[src/rtl/cpu_ctrl_fsm.sv]
// cpu_ctrl_fsm: multi-cycle CPU control unit.
// Sequences FETCH / DECODE / EXECUTE / MEM / WRITEBACK / INT / ERR over the
// instruction, data and port buses. Supports NUM_IRQ prioritised level
// interrupts (IRQ0 highest) gated by a global enable and an in-service flag,
// and a bus-ack timeout that raises a one-cycle bus error.
// Optional build macro CTRL_PERF_CNT_EN adds instret_o, a retired-instruction
// counter.
module cpu_ctrl_fsm #(
  parameter int NUM_IRQ = 4,
  parameter int TIMEOUT = 15,
  localparam int VEC_W  = (NUM_IRQ > 1) ? $clog2(NUM_IRQ) : 1
) (
  input  logic               clk,
  input  logic               rst,
  input  logic [NUM_IRQ-1:0] irq_i,
  input  logic               inst_ack_i,
  input  logic               data_ack_i,
  input  logic               port_ack_i,
  input  logic [6:0]         op_i,
  input  logic [2:0]         func_i,
  output logic               stb_o,
  output logic               cyc_o,
  output logic               pc_en_o,
  output logic               data_stb_o,
  output logic               data_cyc_o,
  output logic               data_we_o,
  output logic               port_we_o,
  output logic               reg_wrt_o,
  output logic               alu_en_o,
  output logic [3:0]         alu_op_o,
  output logic               op2_c_o,
  output logic               reti_o,
  output logic               int_ack_o,
  output logic [VEC_W-1:0]   int_vec_o,
  output logic               bus_err_o,
  output logic [2:0]         state_o
`ifdef CTRL_PERF_CNT_EN
  ,
  output logic [31:0]        instret_o
`endif
);

  typedef enum logic [2:0] {
    S_FETCH = 3'd0,
    S_DECODE = 3'd1,
    S_EXECUTE = 3'd2,
    S_MEM = 3'd3,
    S_WRITEBACK = 3'd4,
    S_INT = 3'd5,
    S_ERR = 3'd6
  } state_t;

  // Last wait-counter value before a missing ack becomes a bus error.
  localparam logic [7:0] TO_LAST = 8'(TIMEOUT - 1);

  state_t             r_state;
  state_t             w_next;
  logic               r_ie;
  logic               r_in_isr;
  logic [7:0]         r_wait;
  logic [VEC_W-1:0]   r_vec;
  logic [VEC_W-1:0]   w_vec;
  logic [3:0]         w_alu_op;

  // Instruction class decode from the IR opcode.
  logic w_alu_imm, w_mem, w_shift, w_alu_reg, w_misc, w_exec;
  assign w_alu_imm = ~op_i[6];
  assign w_mem     = (op_i[6:5] == 2'b10);
  assign w_shift   = (op_i[6:4] == 3'b110);
  assign w_alu_reg = (op_i[6:3] == 4'b1110);
  assign w_misc    = (op_i == 7'b1111110);
  assign w_exec    = w_alu_imm | w_mem | w_shift | w_alu_reg;

  logic w_reti, w_ei, w_di, w_wait;
  assign w_reti = w_misc & (func_i == 3'b001);
  assign w_ei   = w_misc & (func_i == 3'b010);
  assign w_di   = w_misc & (func_i == 3'b011);
  assign w_wait = w_misc & ((func_i == 3'b100) | (func_i == 3'b101));

  // Memory sub-operation; port ops (in/out) handshake on port_ack_i.
  logic w_ld, w_st, w_in, w_out, w_port, w_mem_ack;
  assign w_ld      = w_mem & (func_i[2:1] == 2'b00);
  assign w_st      = w_mem & (func_i[2:1] == 2'b01);
  assign w_in      = w_mem & (func_i[2:1] == 2'b10);
  assign w_out     = w_mem & (func_i[2:1] == 2'b11);
  assign w_port    = w_in | w_out;
  assign w_mem_ack = w_port ? port_ack_i : data_ack_i;

  logic [NUM_IRQ-1:0] w_irq_m;
  logic               w_take_int;
  logic               w_to;
  assign w_irq_m    = irq_i & {NUM_IRQ{r_ie}};
  assign w_take_int = ~r_in_isr & (|w_irq_m);
  assign w_to       = (r_wait == TO_LAST);

  // Lowest-numbered pending (enabled) request wins the vector.
  always_comb begin
    w_vec = '0;
    for (int i = NUM_IRQ - 1; i >= 0; i--) begin
      if (w_irq_m[i]) w_vec = VEC_W'(i);
    end
  end

  // ALU operation: reg/imm forms pass func except the two reserved codes.
  always_comb begin
    w_alu_op = 4'b0000;
    if (w_alu_imm | w_alu_reg) begin
      if ((func_i != 3'b011) && (func_i != 3'b100)) w_alu_op = {1'b0, func_i};
    end else if (w_shift) begin
      w_alu_op = {2'b10, func_i[1:0]};
    end
  end

  // State register.
  always_ff @(posedge clk) begin
    if (rst) r_state <= S_FETCH;
    else     r_state <= w_next;
  end

  // Next-state logic; an ack in the expiry cycle takes priority over timeout.
  always_comb begin
    w_next = r_state;
    case (r_state)
      S_FETCH: begin
        if (inst_ack_i) w_next = S_DECODE;
        else if (w_to)  w_next = S_ERR;
      end
      S_DECODE: begin
        if (w_exec)      w_next = S_EXECUTE;
        else if (w_wait) w_next = w_take_int ? S_INT : S_DECODE;
        else             w_next = w_take_int ? S_INT : S_FETCH;
      end
      S_EXECUTE:   w_next = w_mem ? S_MEM : S_WRITEBACK;
      S_MEM: begin
        if (w_mem_ack) begin
          if (w_ld | w_in) w_next = S_WRITEBACK;
          else             w_next = w_take_int ? S_INT : S_FETCH;
        end else if (w_to) begin
          w_next = S_ERR;
        end
      end
      S_WRITEBACK: w_next = w_take_int ? S_INT : S_FETCH;
      default:     w_next = S_FETCH;
    endcase
  end

  // Interrupt enable, in-service flag, vector latch and ack wait counter.
  always_ff @(posedge clk) begin
    if (rst) begin
      r_ie     <= 1'b0;
      r_in_isr <= 1'b0;
      r_wait   <= 8'd0;
      r_vec    <= '0;
    end else begin
      if (w_next != r_state)                          r_wait <= 8'd0;
      else if ((r_state == S_FETCH) || (r_state == S_MEM)) r_wait <= r_wait + 8'd1;
      if (r_state == S_DECODE) begin
        if (w_ei)      r_ie <= 1'b1;
        else if (w_di) r_ie <= 1'b0;
        if (w_reti)    r_in_isr <= 1'b0;
      end
      if ((w_next == S_INT) && (r_state != S_INT)) begin
        r_in_isr <= 1'b1;
        r_vec    <= w_vec;
      end
    end
  end

  // Moore/Mealy outputs per state; everything defaults low.
  always_comb begin
    stb_o      = 1'b0;
    cyc_o      = 1'b0;
    pc_en_o    = 1'b0;
    data_stb_o = 1'b0;
    data_cyc_o = 1'b0;
    data_we_o  = 1'b0;
    port_we_o  = 1'b0;
    reg_wrt_o  = 1'b0;
    alu_en_o   = 1'b0;
    alu_op_o   = 4'b0000;
    op2_c_o    = 1'b0;
    reti_o     = 1'b0;
    int_ack_o  = 1'b0;
    bus_err_o  = 1'b0;
    case (r_state)
      S_FETCH: begin
        stb_o   = 1'b1;
        cyc_o   = 1'b1;
        pc_en_o = inst_ack_i;
      end
      S_DECODE: begin
        alu_op_o = w_alu_op;
        op2_c_o  = w_alu_reg;
        reti_o   = w_reti;
      end
      S_EXECUTE: begin
        alu_op_o  = w_alu_op;
        op2_c_o   = w_alu_reg;
        alu_en_o  = ~w_mem;
        port_we_o = w_out;
      end
      S_MEM: begin
        data_stb_o = w_ld | w_st;
        data_cyc_o = w_ld | w_st;
        data_we_o  = w_st;
        port_we_o  = w_out;
      end
      S_WRITEBACK: begin
        alu_op_o  = w_alu_op;
        op2_c_o   = w_alu_reg;
        reg_wrt_o = 1'b1;
      end
      S_INT:   int_ack_o = 1'b1;
      S_ERR:   bus_err_o = 1'b1;
      default: ;
    endcase
  end

  assign state_o   = r_state;
  assign int_vec_o = r_vec;

`ifdef CTRL_PERF_CNT_EN
  logic [31:0] r_instret;
  logic        w_retire;
  assign w_retire = ((r_state == S_DECODE) && !w_exec && (w_next != S_DECODE)) ||
                    (r_state == S_WRITEBACK) ||
                    ((r_state == S_MEM) && w_mem_ack && (w_st | w_out));

  // Retired-instruction counter, wraps naturally at 2^32.
  always_ff @(posedge clk) begin
    if (rst)           r_instret <= 32'd0;
    else if (w_retire) r_instret <= r_instret + 32'd1;
  end

  assign instret_o = r_instret;
`endif

endmodule

[config.mk]
export PLATFORM = sky130hd
export DESIGN_NAME = cpu_ctrl_fsm
export DESIGN_NICKNAME = d
export VERILOG_FILES = /design/src/rtl/cpu_ctrl_fsm.sv
export SDC_FILE = /design/constraint.sdc
export NUM_CORES = 1
export LEC_CHECK = 0
export ABC_AREA = 1
export ABC_CLOCK_PERIOD_IN_PS = 2800
export CAP_MARGIN = 20
export CORE_AREA = 2 2 83 45
export DETAILED_ROUTE_END_ITERATION = 16
export DIE_AREA = 0 0 85 47
export PLACE_DENSITY = 0.7
export RECOVER_POWER = 50
export SLEW_MARGIN = 20
export SYNTH_ARGS = -nofsm -noshare
export SYNTH_HDL_FRONTEND = slang
export SYNTH_SLANG_ARGS = --single-unit
[constraint.sdc]
create_clock -name clk -period 2.8 [get_ports clk]
set_input_delay 0.42 -clock clk [delete_from_list [all_inputs] [get_ports clk]]
set_output_delay 0.42 -clock clk [all_outputs]
set_load 0.05 [all_outputs]
==> run summary <==
The run finished with clean final reports. The power density normalized to cell area is just under 400 mW/mm^2. At the worst endpoint, the required time is about 2.4 ns. After the first detailed-routing iteration, the DRC count stood at 86. The ratio of final minimum period to clock period came out at 89.9%.

The starting density of the core came out at between 30% and 40%. The count of nets left with antenna violations after detail routing came out at 0. Max-cap violations in this run came to 0. The transition time of the tightest slew-check pin is around 0.60 ns.

The via density per instance came out at approximately 4.9. The via count of the first global-routing pass came to 1177. Measured against its own limit, the worst slew margin works out to about three fifths. The length of routed met3 wiring came out at between 200 and 300 um.

In this run the horizontal extent of the chip is approximately 85 um. The routed metal-1 wire length came out at 1900 um. The number of setup buffers added after CTS came out at 0.

In this run the critical register-to-register path is launched from state_o[1]$_SDFF_PP0_. The number of failing setup endpoints in the final timing report is 0. The count of flip-flops with a built-in enable after synthesis is 0. The per-instance average area after synthesis came out at between 6 and 7 sq um.

The Yosys step of the flow raised 0 warnings. The finished layout holds between 200 and 300 standard cells, fillers aside. The worst setup path is launched from a primary input.

Summing all multi-input logic gate instances after layout gives 840 sq um. The final setup skew came out at 0.00739 ns. The detailed-route via count came out at 1363. STA classifies the critical path endpoint as an output pin.

Summed over its instances, the top area cell type makes up roughly a quarter of the synthesized netlist area. The peak supply drop came out at around 250 uV. The number of placed instances, taps included, is roughly 280. Total power for the finished layout comes to 0.000693 W.

By area the synthesized netlist is led by sky130_fd_sc_hd__dfxtp_1 24%, sky130_fd_sc_hd__nand2_1 12%, sky130_fd_sc_hd__inv_1 8.3%, sky130_fd_sc_hd__nor2_1 8.3%, sky130_fd_sc_hd__nor3_2 6.3%. The cell sitting at the root of the clock tree is a sky130_fd_sc_hd__clkbuf_8. The netlist area before placement came out at ~0.0013 sq mm.

The number of placement rows came out at 15. The tightest min-delay check is of the flip-flop to flip-flop type. The clock net in this run drives a total of 15 sinks.

The number of fill cells came out at ~320. Synthesis instantiated 29 different standard cells from the library. From bottom edge to top edge, the die measures approximately 47 um.

The number of buffers inserted by hold repair at cts came out at 0. The initial antenna violation count came out at 0. The first-pass iteration count of the detailed router came out at 4. After legalization and detailed placement, the total HPWL measured 2840 um. The post-CTS resize count is 0. The insertion delay to the later sink of the worst-skew pair came out at around 0.25 ns. In this run the deepest clock path goes through 2 buffers. Input and output buffers added on the ports amount to 40. The fmax came out at 397 MHz. The most common flop cell mapped by yosys is sky130_fd_sc_hd__dfxtp_1. The worst setup path is of the primary input to output pin kind.

The number of antenna cells inserted came out at 0. The number of hold violations in the final report came out at 0. The worst slack on hold paths came out at about 0.53 ns. The highest fanout seen on the critical path is 4. The I/O pin total came out at 41. The time the worst path needs with I/O delays and setup came out at between 2 and 3 ns.

The maximum number of pins on one net before global-route repair is 10. The first-pass GRT wire length came out at between 5000 and 6000 um. The met2 wire length came out at about 1200 um. The footprint of the flip-flops and latches is between 300 and 400 sq um. The area growth from synthesis to layout is 41.8%. The proportion of synthesized chip area in sequential cells is about a quarter. The max-slew violation total from the final report is 0.

The final layout contains routed wiring with a total length of ~3400 um. The cell count after synthesis came out at between 150 and 200. TritonCTS built the clock tree. The critical path starts at func_i[2]. The cell type with the largest total area after synthesis is sky130_fd_sc_hd__dfxtp_1. The highest layer touched by signal routing is met4.

By count the netlist is led by 40 x sky130_fd_sc_hd__nand2_1, 28 x sky130_fd_sc_hd__inv_1, 28 x sky130_fd_sc_hd__nor2_1. The final non-filler cell area came out at ~0.0018 sq mm. The floorplan die area is between 0.003 and 0.004 sq mm. The placed cell area came out at roughly 0.0018 sq mm. Setup repair after global routing left no endpoint under its margin. The cell with the most instances after synthesis is sky130_fd_sc_hd__nand2_1. In the routed design, unresolved DRC markers number 0. The total area inside the core boundary comes to ~0.0033 sq mm. When the netlist entered floorplanning its net count stood at roughly 220. The total CTS buffers is 3. The level count of the clock H-tree is 1. In the final design database the tool counted 261 nets.

The total routing usage reported by global routing is a little under a fifth. The leakage power figure came out at slightly above 0.8 nW. The fraction of layout instances using a drive strength above 1 came out at between 20% and 30%. The clock slew at the register clock pins of the worst setup and hold paths came out at ~0.070 ns. At the end of routability-driven placement, the weighted congestion stood at 0.841.

In the synthesized netlist the async set-or-reset flop fraction comes to 0%. Global routing finished with a remaining overflow of 0. The total of flip-flops plus latches after synthesis came out at 15.

The aggregate negative setup slack is 0 ns. The worst hold path begins at int_vec_o[0]$_SDFFE_PP0P_. The data arrival time at the worst-slack endpoint came out at ~2.1 ns. The mean routed wirelength per cell came out at around 12 um.
## flip-flops by register name, indices dropped and copies added, names as in the netlist
register and flops:
r_wait 8, r_in_isr 1, state_o 3, r_ie 1
int_vec_o 2
## stage by stage
stage / setup WS, ns / util, %
after global routing: 0.150 / 54.8
final: 0.281 / 54.8
after detailed placement: 0.445 / 54.2
after CTS: 0.353 / 55.6
after global placement: 0.503 / 54.2
after floorplan: 0.115 / -
## path summary, 6_finish.rpt
path	endpoint	slack [ns]	depth (start not counted)
worst max register to register	r_wait[6]$_SDFFE_PP0P_	0.69	9
worst min-delay path	int_vec_o[0]$_SDFFE_PP0P_	0.53	4
worst min register to register	int_vec_o[0]$_SDFFE_PP0P_	0.53	4
worst max-delay path	alu_op_o[2]	0.28	7
## metal layers
metal / up-vias / GRT usage (%)
met4: 0 / 1.90
met2: 52 / 24.4
met3: 2 / 4.57
met5: - / 0
met1: 596 / 29.3
li1: 713 / -
## critical path, stage by stage
cell	delay, ns
sky130_fd_sc_hd__dlygate4sd3_1	0.57
sky130_fd_sc_hd__clkbuf_1	0.25
sky130_fd_sc_hd__nor2_1	0.11
sky130_fd_sc_hd__nand2_1	0.06
sky130_fd_sc_hd__o21ai_0	0.13
sky130_fd_sc_hd__nor4_2	0.37
sky130_fd_sc_hd__buf_12	0.19
## logic make-up after synthesis
| logic type | share of synthesized area, % |
|---|---|
| and+or+nand+nor | 51.5 |
| xor gates and xnor gates | 4.83 |
| DFF | 23.6 |
| AOI/OAI and AO/OA | 6.90 |
| buffers and inverters | 11.1 |
| adders and majority gates | 1.97 |
## where the power goes
group | internal (W) | switching [W]
logic | 0.0000922 | 0.000187
clock network | 0.0000986 | 0.0000810
registers | 0.000223 | 0.0000111
total | 0.000414 | 0.000279
## final cells by class
| class | instances | share of cell area (%) |
|---|---|---|
| Multi-Input combinational cell | 146 | 46.6 |
| Tap cell | 42 | 2.92 |
| Clock inverter | 1 | 0.278 |
| Timing Repair Buffer | 41 | 24.2 |
| Inverter | 33 | 7.02 |
| Clock buffer | 3 | 2.29 |
| Sequential cell | 15 | 16.7 |
## layout by cell type, fill, tap and decap left out, types with 2 or more instances in the layout
| cell type | netlist | layout |
|---|---|---|
| sky130_fd_sc_hd__nor3_2 | 8 | 10 |
| sky130_fd_sc_hd__nand2_2 | 7 | 7 |
| sky130_fd_sc_hd__xor2_1 | 5 | 5 |
| sky130_fd_sc_hd__xnor2_1 | 2 | 2 |
| sky130_fd_sc_hd__clkdlybuf4s50_1 | 0 | 22 |
| sky130_fd_sc_hd__inv_1 | 28 | 28 |
| sky130_fd_sc_hd__buf_4 | 2 | 5 |
| sky130_fd_sc_hd__nor2_4 | 2 | 2 |
| sky130_fd_sc_hd__nand2_1 | 40 | 40 |
| sky130_fd_sc_hd__nand3_1 | 12 | 14 |
| sky130_fd_sc_hd__nor3_1 | 7 | 5 |
| sky130_fd_sc_hd__nor4_2 | 0 | 3 |
| sky130_fd_sc_hd__a21oi_1 | 4 | 4 |
| sky130_fd_sc_hd__nor2_1 | 28 | 28 |
| sky130_fd_sc_hd__clkbuf_8 | 0 | 3 |
| sky130_fd_sc_hd__dfxtp_1 | 15 | 15 |
| sky130_fd_sc_hd__dlygate4sd3_1 | 0 | 7 |
| sky130_fd_sc_hd__ha_1 | 2 | 2 |
| sky130_fd_sc_hd__buf_12 | 0 | 5 |
| sky130_fd_sc_hd__nand4_1 | 4 | 4 |
| sky130_fd_sc_hd__o21ai_0 | 6 | 7 |
| sky130_fd_sc_hd__inv_2 | 4 | 4 |
| sky130_fd_sc_hd__nor2_2 | 5 | 5 |
| sky130_fd_sc_hd__clkbuf_1 | 0 | 2 |
No activity file was read; power rests on OpenSTA's default activity.
